$ cat config.mk
export PLATFORM = sky130hd
export DESIGN_NAME = vram_arbiter
export DESIGN_NICKNAME = d
export VERILOG_FILES = /design/src/rtl/vram_arbiter.sv
export SDC_FILE = /design/constraint.sdc
export NUM_CORES = 1
export LEC_CHECK = 0
export ABC_AREA = 1
export BUFFER_PORTS_ARGS = -buffer_cell sky130_fd_sc_hd__buf_2
export CAP_MARGIN = 25
export CORE_MARGIN = 1.5
export CORE_UTILIZATION = 25
export CTS_CLUSTER_SIZE = 28
export DETAILED_ROUTE_END_ITERATION = 7
export GPL_TIMING_DRIVEN = 0
export PLACE_DENSITY = 0.45
export SYNTH_ARGS = -nofsm -noshare
export SYNTH_HDL_FRONTEND = slang
export SYNTH_SLANG_ARGS = --single-unit
$ cat constraint.sdc
create_clock -name clk -period 1.6 [get_ports clk]
set_input_delay 0.32 -clock clk [delete_from_list [all_inputs] [get_ports clk]]
set_output_delay 0.32 -clock clk [all_outputs]
set_load 0.005 [all_outputs]
$ cat src/rtl/vram_arbiter.sv
// Single-port VRAM arbiter: display scan-out has strict priority, CPU gets
// idle cycles, and a background clear engine fills leftover cycles.
module vram_arbiter #(
  parameter int ADDR_W = 15,
  parameter int DATA_W = 12,
  parameter int DEPTH  = 19200
) (
  input  logic              clk,
  input  logic              rst_n,
  input  logic              disp_req,
  input  logic [ADDR_W-1:0] disp_addr,
  output logic              disp_valid,
  output logic [DATA_W-1:0] disp_data,
  input  logic              cpu_req,
  input  logic              cpu_we,
  input  logic [ADDR_W-1:0] cpu_addr,
  input  logic [DATA_W-1:0] cpu_wdata,
  output logic              cpu_ack,
  output logic [DATA_W-1:0] cpu_rdata,
  input  logic              clr_start,
  input  logic [DATA_W-1:0] clr_color,
  output logic              clr_busy,
  output logic              clr_done,
  output logic              ram_en,
  output logic              ram_we,
  output logic [ADDR_W-1:0] ram_addr,
  output logic [DATA_W-1:0] ram_wdata,
  input  logic [DATA_W-1:0] ram_rdata
);

  typedef enum logic [2:0] {
    IDLE   = 3'd0,
    WR_ACK = 3'd1,
    RD1    = 3'd2,
    RD2    = 3'd3,
    RD_ACK = 3'd4
  } cpu_state_e;

  localparam logic [ADDR_W-1:0] CLR_LAST = ADDR_W'(DEPTH - 1);

  cpu_state_e        state_q, state_d;
  logic              cpu_grant_s, clr_accept_s, clr_issue_s, clr_last_s;
  logic              ram_en_q, ram_en_d, ram_we_q, ram_we_d;
  logic [ADDR_W-1:0] ram_addr_q, ram_addr_d;
  logic [DATA_W-1:0] ram_wdata_q, ram_wdata_d;
  logic              disp_p1_q, disp_p1_d, disp_p2_q, disp_p2_d;
  logic              disp_valid_q, disp_valid_d;
  logic [DATA_W-1:0] disp_data_q, disp_data_d;
  logic              cpu_ack_q, cpu_ack_d;
  logic [DATA_W-1:0] cpu_rdata_q, cpu_rdata_d;
  logic              clr_busy_q, clr_busy_d, clr_done_q, clr_done_d;
  logic [ADDR_W-1:0] clr_cnt_q, clr_cnt_d;
  logic [DATA_W-1:0] clr_color_q, clr_color_d;

  // Who owns the RAM in this cycle
  always_comb begin
    cpu_grant_s  = (state_q == IDLE) && cpu_req && !disp_req;
    clr_issue_s  = clr_busy_q && !disp_req && !cpu_grant_s;
    clr_last_s   = clr_issue_s && (clr_cnt_q == CLR_LAST);
    clr_accept_s = clr_start && !clr_busy_q;
  end

  // RAM command for the next cycle; address and data hold when idle
  always_comb begin
    ram_en_d    = 1'b0;
    ram_we_d    = 1'b0;
    ram_addr_d  = ram_addr_q;
    ram_wdata_d = ram_wdata_q;
    if (disp_req) begin
      ram_en_d   = 1'b1;
      ram_addr_d = disp_addr;
    end else if (cpu_grant_s) begin
      ram_en_d   = 1'b1;
      ram_we_d   = cpu_we;
      ram_addr_d = cpu_addr;
      if (cpu_we) begin
        ram_wdata_d = cpu_wdata;
      end else begin
        ram_wdata_d = ram_wdata_q;
      end
    end else if (clr_issue_s) begin
      ram_en_d    = 1'b1;
      ram_we_d    = 1'b1;
      ram_addr_d  = clr_cnt_q;
      ram_wdata_d = clr_color_q;
    end else begin
      ram_en_d = 1'b0;
    end
  end

  // Display read tag follows the RAM latency so only display reads reach disp_*
  always_comb begin
    disp_p1_d    = disp_req;
    disp_p2_d    = disp_p1_q;
    disp_valid_d = disp_p2_q;
    if (disp_p2_q) begin
      disp_data_d = ram_rdata;
    end else begin
      disp_data_d = disp_data_q;
    end
  end

  // CPU handshake FSM; no re-grant until back in IDLE
  always_comb begin
    state_d     = state_q;
    cpu_ack_d   = 1'b0;
    cpu_rdata_d = cpu_rdata_q;
    case (state_q)
      IDLE: begin
        if (cpu_grant_s) begin
          state_d   = cpu_we ? WR_ACK : RD1;
          cpu_ack_d = cpu_we;
        end else begin
          state_d = IDLE;
        end
      end
      WR_ACK: state_d = IDLE;
      RD1:    state_d = RD2;
      RD2: begin
        state_d     = RD_ACK;
        cpu_ack_d   = 1'b1;
        cpu_rdata_d = ram_rdata;
      end
      RD_ACK:  state_d = IDLE;
      default: state_d = IDLE;
    endcase
  end

  // Clear engine walks 0..DEPTH-1 using cycles nobody else wants
  always_comb begin
    clr_busy_d  = clr_busy_q;
    clr_cnt_d   = clr_cnt_q;
    clr_color_d = clr_color_q;
    clr_done_d  = 1'b0;
    if (clr_accept_s) begin
      clr_busy_d  = 1'b1;
      clr_cnt_d   = {ADDR_W{1'b0}};
      clr_color_d = clr_color;
    end else if (clr_last_s) begin
      clr_busy_d = 1'b0;
      clr_cnt_d  = {ADDR_W{1'b0}};
      clr_done_d = 1'b1;
    end else if (clr_issue_s) begin
      clr_cnt_d = clr_cnt_q + {{(ADDR_W-1){1'b0}}, 1'b1};
    end else begin
      clr_cnt_d = clr_cnt_q;
    end
  end

  // State and output registers
  always_ff @(posedge clk or negedge rst_n) begin
    if (!rst_n) begin
      state_q      <= IDLE;
      ram_en_q     <= 1'b0;
      ram_we_q     <= 1'b0;
      ram_addr_q   <= {ADDR_W{1'b0}};
      ram_wdata_q  <= {DATA_W{1'b0}};
      disp_p1_q    <= 1'b0;
      disp_p2_q    <= 1'b0;
      disp_valid_q <= 1'b0;
      disp_data_q  <= {DATA_W{1'b0}};
      cpu_ack_q    <= 1'b0;
      cpu_rdata_q  <= {DATA_W{1'b0}};
      clr_busy_q   <= 1'b0;
      clr_done_q   <= 1'b0;
      clr_cnt_q    <= {ADDR_W{1'b0}};
      clr_color_q  <= {DATA_W{1'b0}};
    end else begin
      state_q      <= state_d;
      ram_en_q     <= ram_en_d;
      ram_we_q     <= ram_we_d;
      ram_addr_q   <= ram_addr_d;
      ram_wdata_q  <= ram_wdata_d;
      disp_p1_q    <= disp_p1_d;
      disp_p2_q    <= disp_p2_d;
      disp_valid_q <= disp_valid_d;
      disp_data_q  <= disp_data_d;
      cpu_ack_q    <= cpu_ack_d;
      cpu_rdata_q  <= cpu_rdata_d;
      clr_busy_q   <= clr_busy_d;
      clr_done_q   <= clr_done_d;
      clr_cnt_q    <= clr_cnt_d;
      clr_color_q  <= clr_color_d;
    end
  end

  assign ram_en     = ram_en_q;
  assign ram_we     = ram_we_q;
  assign ram_addr   = ram_addr_q;
  assign ram_wdata  = ram_wdata_q;
  assign disp_valid = disp_valid_q;
  assign disp_data  = disp_data_q;
  assign cpu_ack    = cpu_ack_q;
  assign cpu_rdata  = cpu_rdata_q;
  assign clr_busy   = clr_busy_q;
  assign clr_done   = clr_done_q;

endmodule

# Word level (Yosys, flattened, before mapping)

Cells that the tools add are included.

Add/sub/neg operators: 1
Eq/ne operators: 4
Muxes and demuxes: 23
Bitwise logic cells: 1
Reduce and logical (&&, ||, !) cells: 15

Operators by type and width:

| operator                                                               | count |
|---|---|
| 15-bit 2-to-1 mux                                                      | 6 |
| 12-bit 2-to-1 mux                                                      | 3 |
| 15-bit by 1-bit adder with 15-bit output (second input constant)       | 1 |
| 15-bit equality test (second input constant)                           | 1 |
| 1-bit 2-to-1 mux                                                       | 10 |
| 3-bit one-hot mux with 3 select lines                                  | 1 |
| 3-bit by 2-bit equality test with 1-bit output (second input constant) | 2 |
| 1-bit logical AND                                                      | 6 |
| 3-bit nonzero test                                                     | 2 |
| 2-bit 2-to-1 mux                                                       | 2 |
| 2-bit nonzero test                                                     | 2 |
| 1-bit logical NOT                                                      | 3 |
| 3-bit logical NOT                                                      | 1 |
| 3-bit AND reduction                                                    | 1 |
| 2-bit != test (second input constant)                                  | 1 |
| 1-bit one-hot mux with 2 select lines                                  | 1 |
| 1-bit inverter                                                         | 1 |

Register bits after elaboration: 89
Input bits: 72
Output and inout port bits: 57
Word-level logic and storage cells: 59

# Logic depth before layout (Yosys ltp)

Word-level depth: 8
Depth in mapped cells: 10
Mapped depth without buffers: 9

# Least setup slack after synthesis

No wires, ideal clock.

Kind: register to register
Start point: register clr_cnt_q[0]
End point: register clr_cnt_q[14]
Library setup time: 0.117 ns
Data arrival time: 1.251 ns
Path slack: 0.232 ns
Stages on the path, launching flop included: 9
Path buffers: 0
Clock period less this slack: 1.368 ns
Cell sequence: dfrtp_1 ha_1 nand3_1 nor2_1 nand3_1 nand2_1 inv_1 nand2_1 nor2_1

Longest elaborated chain between the ends: 4
Elaborated cells on any way between the ends: 7

Ends and longest elaborated chain:

| what                                                                                    | RTL line | source |
|---|---|---|
| from (decl)                                                                             | 52       | `logic [ADDR_W-1:0] clr_cnt_q, clr_cnt_d;` |
| from (signal assigned)                                                                  | 166      | `clr_cnt_q <= {ADDR_W{1'b0}};` |
| from (signal assigned)                                                                  | 182      | `clr_cnt_q <= clr_cnt_d;` |
| 15-bit by 1-bit adder with 15-bit output / 15-bit equality test (equally long branches) | 144, 59  |  |
| 15-bit 2-to-1 mux / 1-bit logical AND (equally long branches)                           | 143, 59  |  |
| 15-bit 2-to-1 mux                                                                       | 139      | `end else if (clr_last_s) begin` |
| 15-bit 2-to-1 mux                                                                       | 135      | `if (clr_accept_s) begin` |

Several ways; a longest one is shown, not always the timed one. The select of a mux whose other input is x is not followed.
A chain may end at the register's enable or synchronous reset.

# Worst setup path in the final report

Start point: register state_q[2]
End point: register ram_wdata_q[11], in the netlist ram_wdata[11]

Longest elaborated chain between the ends: 7
Elaborated cells on any way between the ends: 9

Ends and longest elaborated chain:

| what                                 | RTL line | source |
|---|---|---|
| from (decl)                          | 41       | `cpu_state_e state_q, state_d;` |
| from (signal assigned)               | 169      | `state_q <= state_d;` |
| 3-bit logical NOT *                  | 57       | `cpu_grant_s = (state_q == IDLE) && cpu_req && !disp_req;` |
| 1-bit logical AND * (2 in a row)     | 57       |  |
| 1-bit logical NOT                    | 58       | `clr_issue_s = clr_busy_q && !disp_req && !cpu_grant_s;` |
| 1-bit logical AND                    | 58       |  |
| 2-bit nonzero test (no source line)  | --       |  |
| 3-bit AND reduction (no source line) | --       |  |
| to (signal assigned)                 | 157      | `ram_wdata_q <= {DATA_W{1'b0}};` |
| to (signal assigned)                 | 173      | `ram_wdata_q <= ram_wdata_d;` |
| to (decl)                            | 45       | `logic [DATA_W-1:0] ram_wdata_q, ram_wdata_d;` |

Mark *: on every way between the ends. The rest lies on a longest branch, timed or not.

==> results.md <==
- Status: finished clean
- Final wirelength: 11600 um
- Die Width: 131 um
- Placed standard-cell area: 5040 um^2
- Switching power: 0.00253 W
- Pwr Total: 0.00774 W
- Root Buffer: clkbuf_16
- Worst-Margin Slew: 0.494 ns
- Hold Fails Final Rpt: 0
- Die area: 17200 um^2
- Pin count of the biggest net entering global routing: 69
- Hold crit path type: in -> reg
- Max-cap violations: 0
- Post-Syn Instances: 481
- Switching Fraction: 32.7%
- Post-DRT Antenna Nets: 0
- Initial DRT Pass Iterations: 4
- Tmin final: 1.49 ns
- Critical Path RT: 1.83 ns
- Clk pwr share: 29.0%
- F_max: 0.672 GHz
- Skew final: 0.00779 ns
- Met1 Usage GRT: 18.7%
- Period utilisation layout: 93.1%
- Seq/Total Area, Yosys: 54.3%
- Synth warn: 0
- Mapped Avg Cell Area: 8.53 um^2
- Share of cells above drive strength 1: 32.6%
- First-pass GRT wire length: 18200 um
- Nets: 699
- Clk sinks: 89
- Longest Clk Path Bufs: 2
- Synth area leader: dfrtp_1
- Number of global-route vias before repair: 3578
- Placer Congestion: 0.867
- Hold slack final: 0.111 ns
- Post-Place Setup Slack: -0.140 ns
- CP Capture Type: register
- Top post-synthesis cells by area: dfrtp_1 54%, nand2_1 13%, o21ai_0 5.0%, nor2_1 4.2%, inv_1 3.7%
- Startpoint types: register
- Final cell count without fillers: 847
- CTS tree: done
- Post-Synthesis Net Count: 554
- Die H: 131 um
- Comb power frac: 28.6%
- Total grt overflow: 0
- Int Pwr: 0.00521 W
- Register share of total power: 42.3%
- Final Max Tran Viols: 0
- Placeable Area: 15900 um^2
- Netlist cell types: 29
- Floorplan row count: 46
- Routed WL per cell: 13.6 um
- PwrDens: 1420 nW/um^2
- Clock slew at reported path FFs: 0.07 ns
- Iter 0 DRT Violations: 197
- Hpwl dp: 8600 um
- Cts bufs inserted: 9
- Met3 GRT Util: 2.35%
- Yosys reg bits: 89
- CP arrival: 1.72 ns
- Drt drc: 0
- Leakage: 2.73 nW
- Crit Path Category: reg -> reg
- Maximum vdd drop: 0.589 mV
- Vias per Instance: 4.33
- I/O pins: 129
- Top Usage Layer GRT: met2
- Relative slew margins: 67.1%
- Initial Utilization: 25.7%
- M2 GR Usage: 21.7%
- Via count: 3668
- Crit-path max FO: 4
- Post-synth top area share: 54.3%
- Initial antenna violation count: 0
- Final Cell Area: 5450 um^2
- Syn-to-layout area delta: 33.0%
- Number of inserted diodes: 0
- Post-route setup slack: 0.111 ns
- Placed Cells: 826
- Final setup viols: 0
- PortBufs: 128
- # H-tree levels: 3
- Worst-Skew Late Latency: 0.35 ns
- Synth Cell Area: 4100 um^2
- Total track usage: 13.9%
==> cells by family (layout without fill, tap and decap cells) <==
kind of cell,count (synthesis),count (layout),synth area share (%)
compound gates,72,72,9.85
xor+xnor,5,5,1.07
fa+ha+maj,1,1,0.305
buf+inv,62,212,6.71
flops,89,89,54.3
mux,7,7,1.89
simple gates,245,245,25.9
==> per-layer routing <==
layer  part of all wire (%)  routed length [um]
met3                    4.9                 571
met5                      0                   0
met4                    2.4                 274
met1                     48                5550
met2                     45                5160
==> Yosys cell counts (all sizes together) <==
cell and n:
ha 1, o21ai 41, nor2 49, inv 44, mux2 6, buf 11, clkinv 1, nand4 8
nand2 149, or2 1, nor3 5, mux2i 1, clkbuf 6, nor4 1, dfrtp 89, nand3b 2
xor2 5, a31oi 8, nand3 30, a21oi 23
==> layout make-up <==
type                    instances  area [um^2]
plain buffers                  17          111
clock buffers                  13          270
clock inverters                 3         46.3
fillers                      1741        10500
inverters                      45          174
multi-input cells             330         1640
flip-flops and latches         89         2230
well taps                     216          270
repair buffers                134          711
==> sequential cells by signal, summed over array words and instances (netlist names) <==
name / count
clr_busy: 1
clr_cnt_q: 15
clr_color_q: 12
clr_done: 1
cpu_ack: 1
cpu_rdata: 12
disp_data: 12
disp_p1_q: 1
disp_p2_q: 1
disp_valid: 1
ram_addr: 15
ram_en: 1
ram_wdata: 12
ram_we: 1
state_q: 3
==> layout by cell type, fill, tap and decap left out, drive strengths merged, types with 2 or more instances in the layout <==
cell type	netlist	layout
nand3	30	30
mux2	6	6
nor3	5	5
clkbuf	6	19
buf	11	144
a21oi	23	23
o21ai	41	41
a31oi	8	8
nor2	49	49
inv	44	46
dfrtp	89	89
xor2	5	5
nand2	149	149
nand4	8	8
nand3b	2	2
==> what timing repair did <==
item | 4_1_cts | 5_1_grt
endpoints found under the setup margin | 7 | 40
hold buffers | 1 | 0
pin swaps | 0 | 4
setup buffers | 1 | 3
hold endpoints to repair | 21 | 0
resized for setup | 3 | 20
==> path summary, 6_finish.rpt <==
kind                                      start                         to  slack [ns]  cells past startpoint
max                        state_q[2]$_DFF_PN0_  ram_wdata[11]$_DFFE_PN0P_        0.11                      6
min in group asynchronous                 rst_n   ram_addr[10]$_DFFE_PN0P_        0.42                      2
max reg2reg                state_q[2]$_DFF_PN0_  ram_wdata[11]$_DFFE_PN0P_        0.11                      6
min                                    disp_req        disp_p1_q$_DFF_PN0_        0.11                      1
max in group asynchronous                 rst_n       clr_busy$_DFFE_PN0P_        0.51                      3
min reg2reg                 disp_p1_q$_DFF_PN0_        disp_p2_q$_DFF_PN0_        0.35                      0
==> power groups by stage <==
stage                     clock, W  sequential [W]  combinational [W]
after floorplan                  0         0.00331            0.00119
after detailed placement         0         0.00332            0.00219
after CTS                  0.00234         0.00327            0.00223
final                      0.00225         0.00328            0.00222
after global routing       0.00243         0.00337            0.00254
after global placement           0         0.00331            0.00215
==> critical path, stage by stage, from the launching register on <==
cell     delay [ns]
dfrtp_1        0.41
nor2_4         0.20
nand3_4        0.15
buf_4          0.18
or2_2          0.27
o21ai_0        0.10
a21oi_2        0.07
==> metrics by stage <==
stage / utilization, % / setup TNS, ns
after floorplan: - / 0
after detailed placement: 31.6 / -0.610
after CTS: 33.8 / 0
after global routing: 34.2 / -0.0313
final: 34.2 / 0
after global placement: 31.4 / -62.80
No activity file was read; power rests on OpenSTA's default activity.
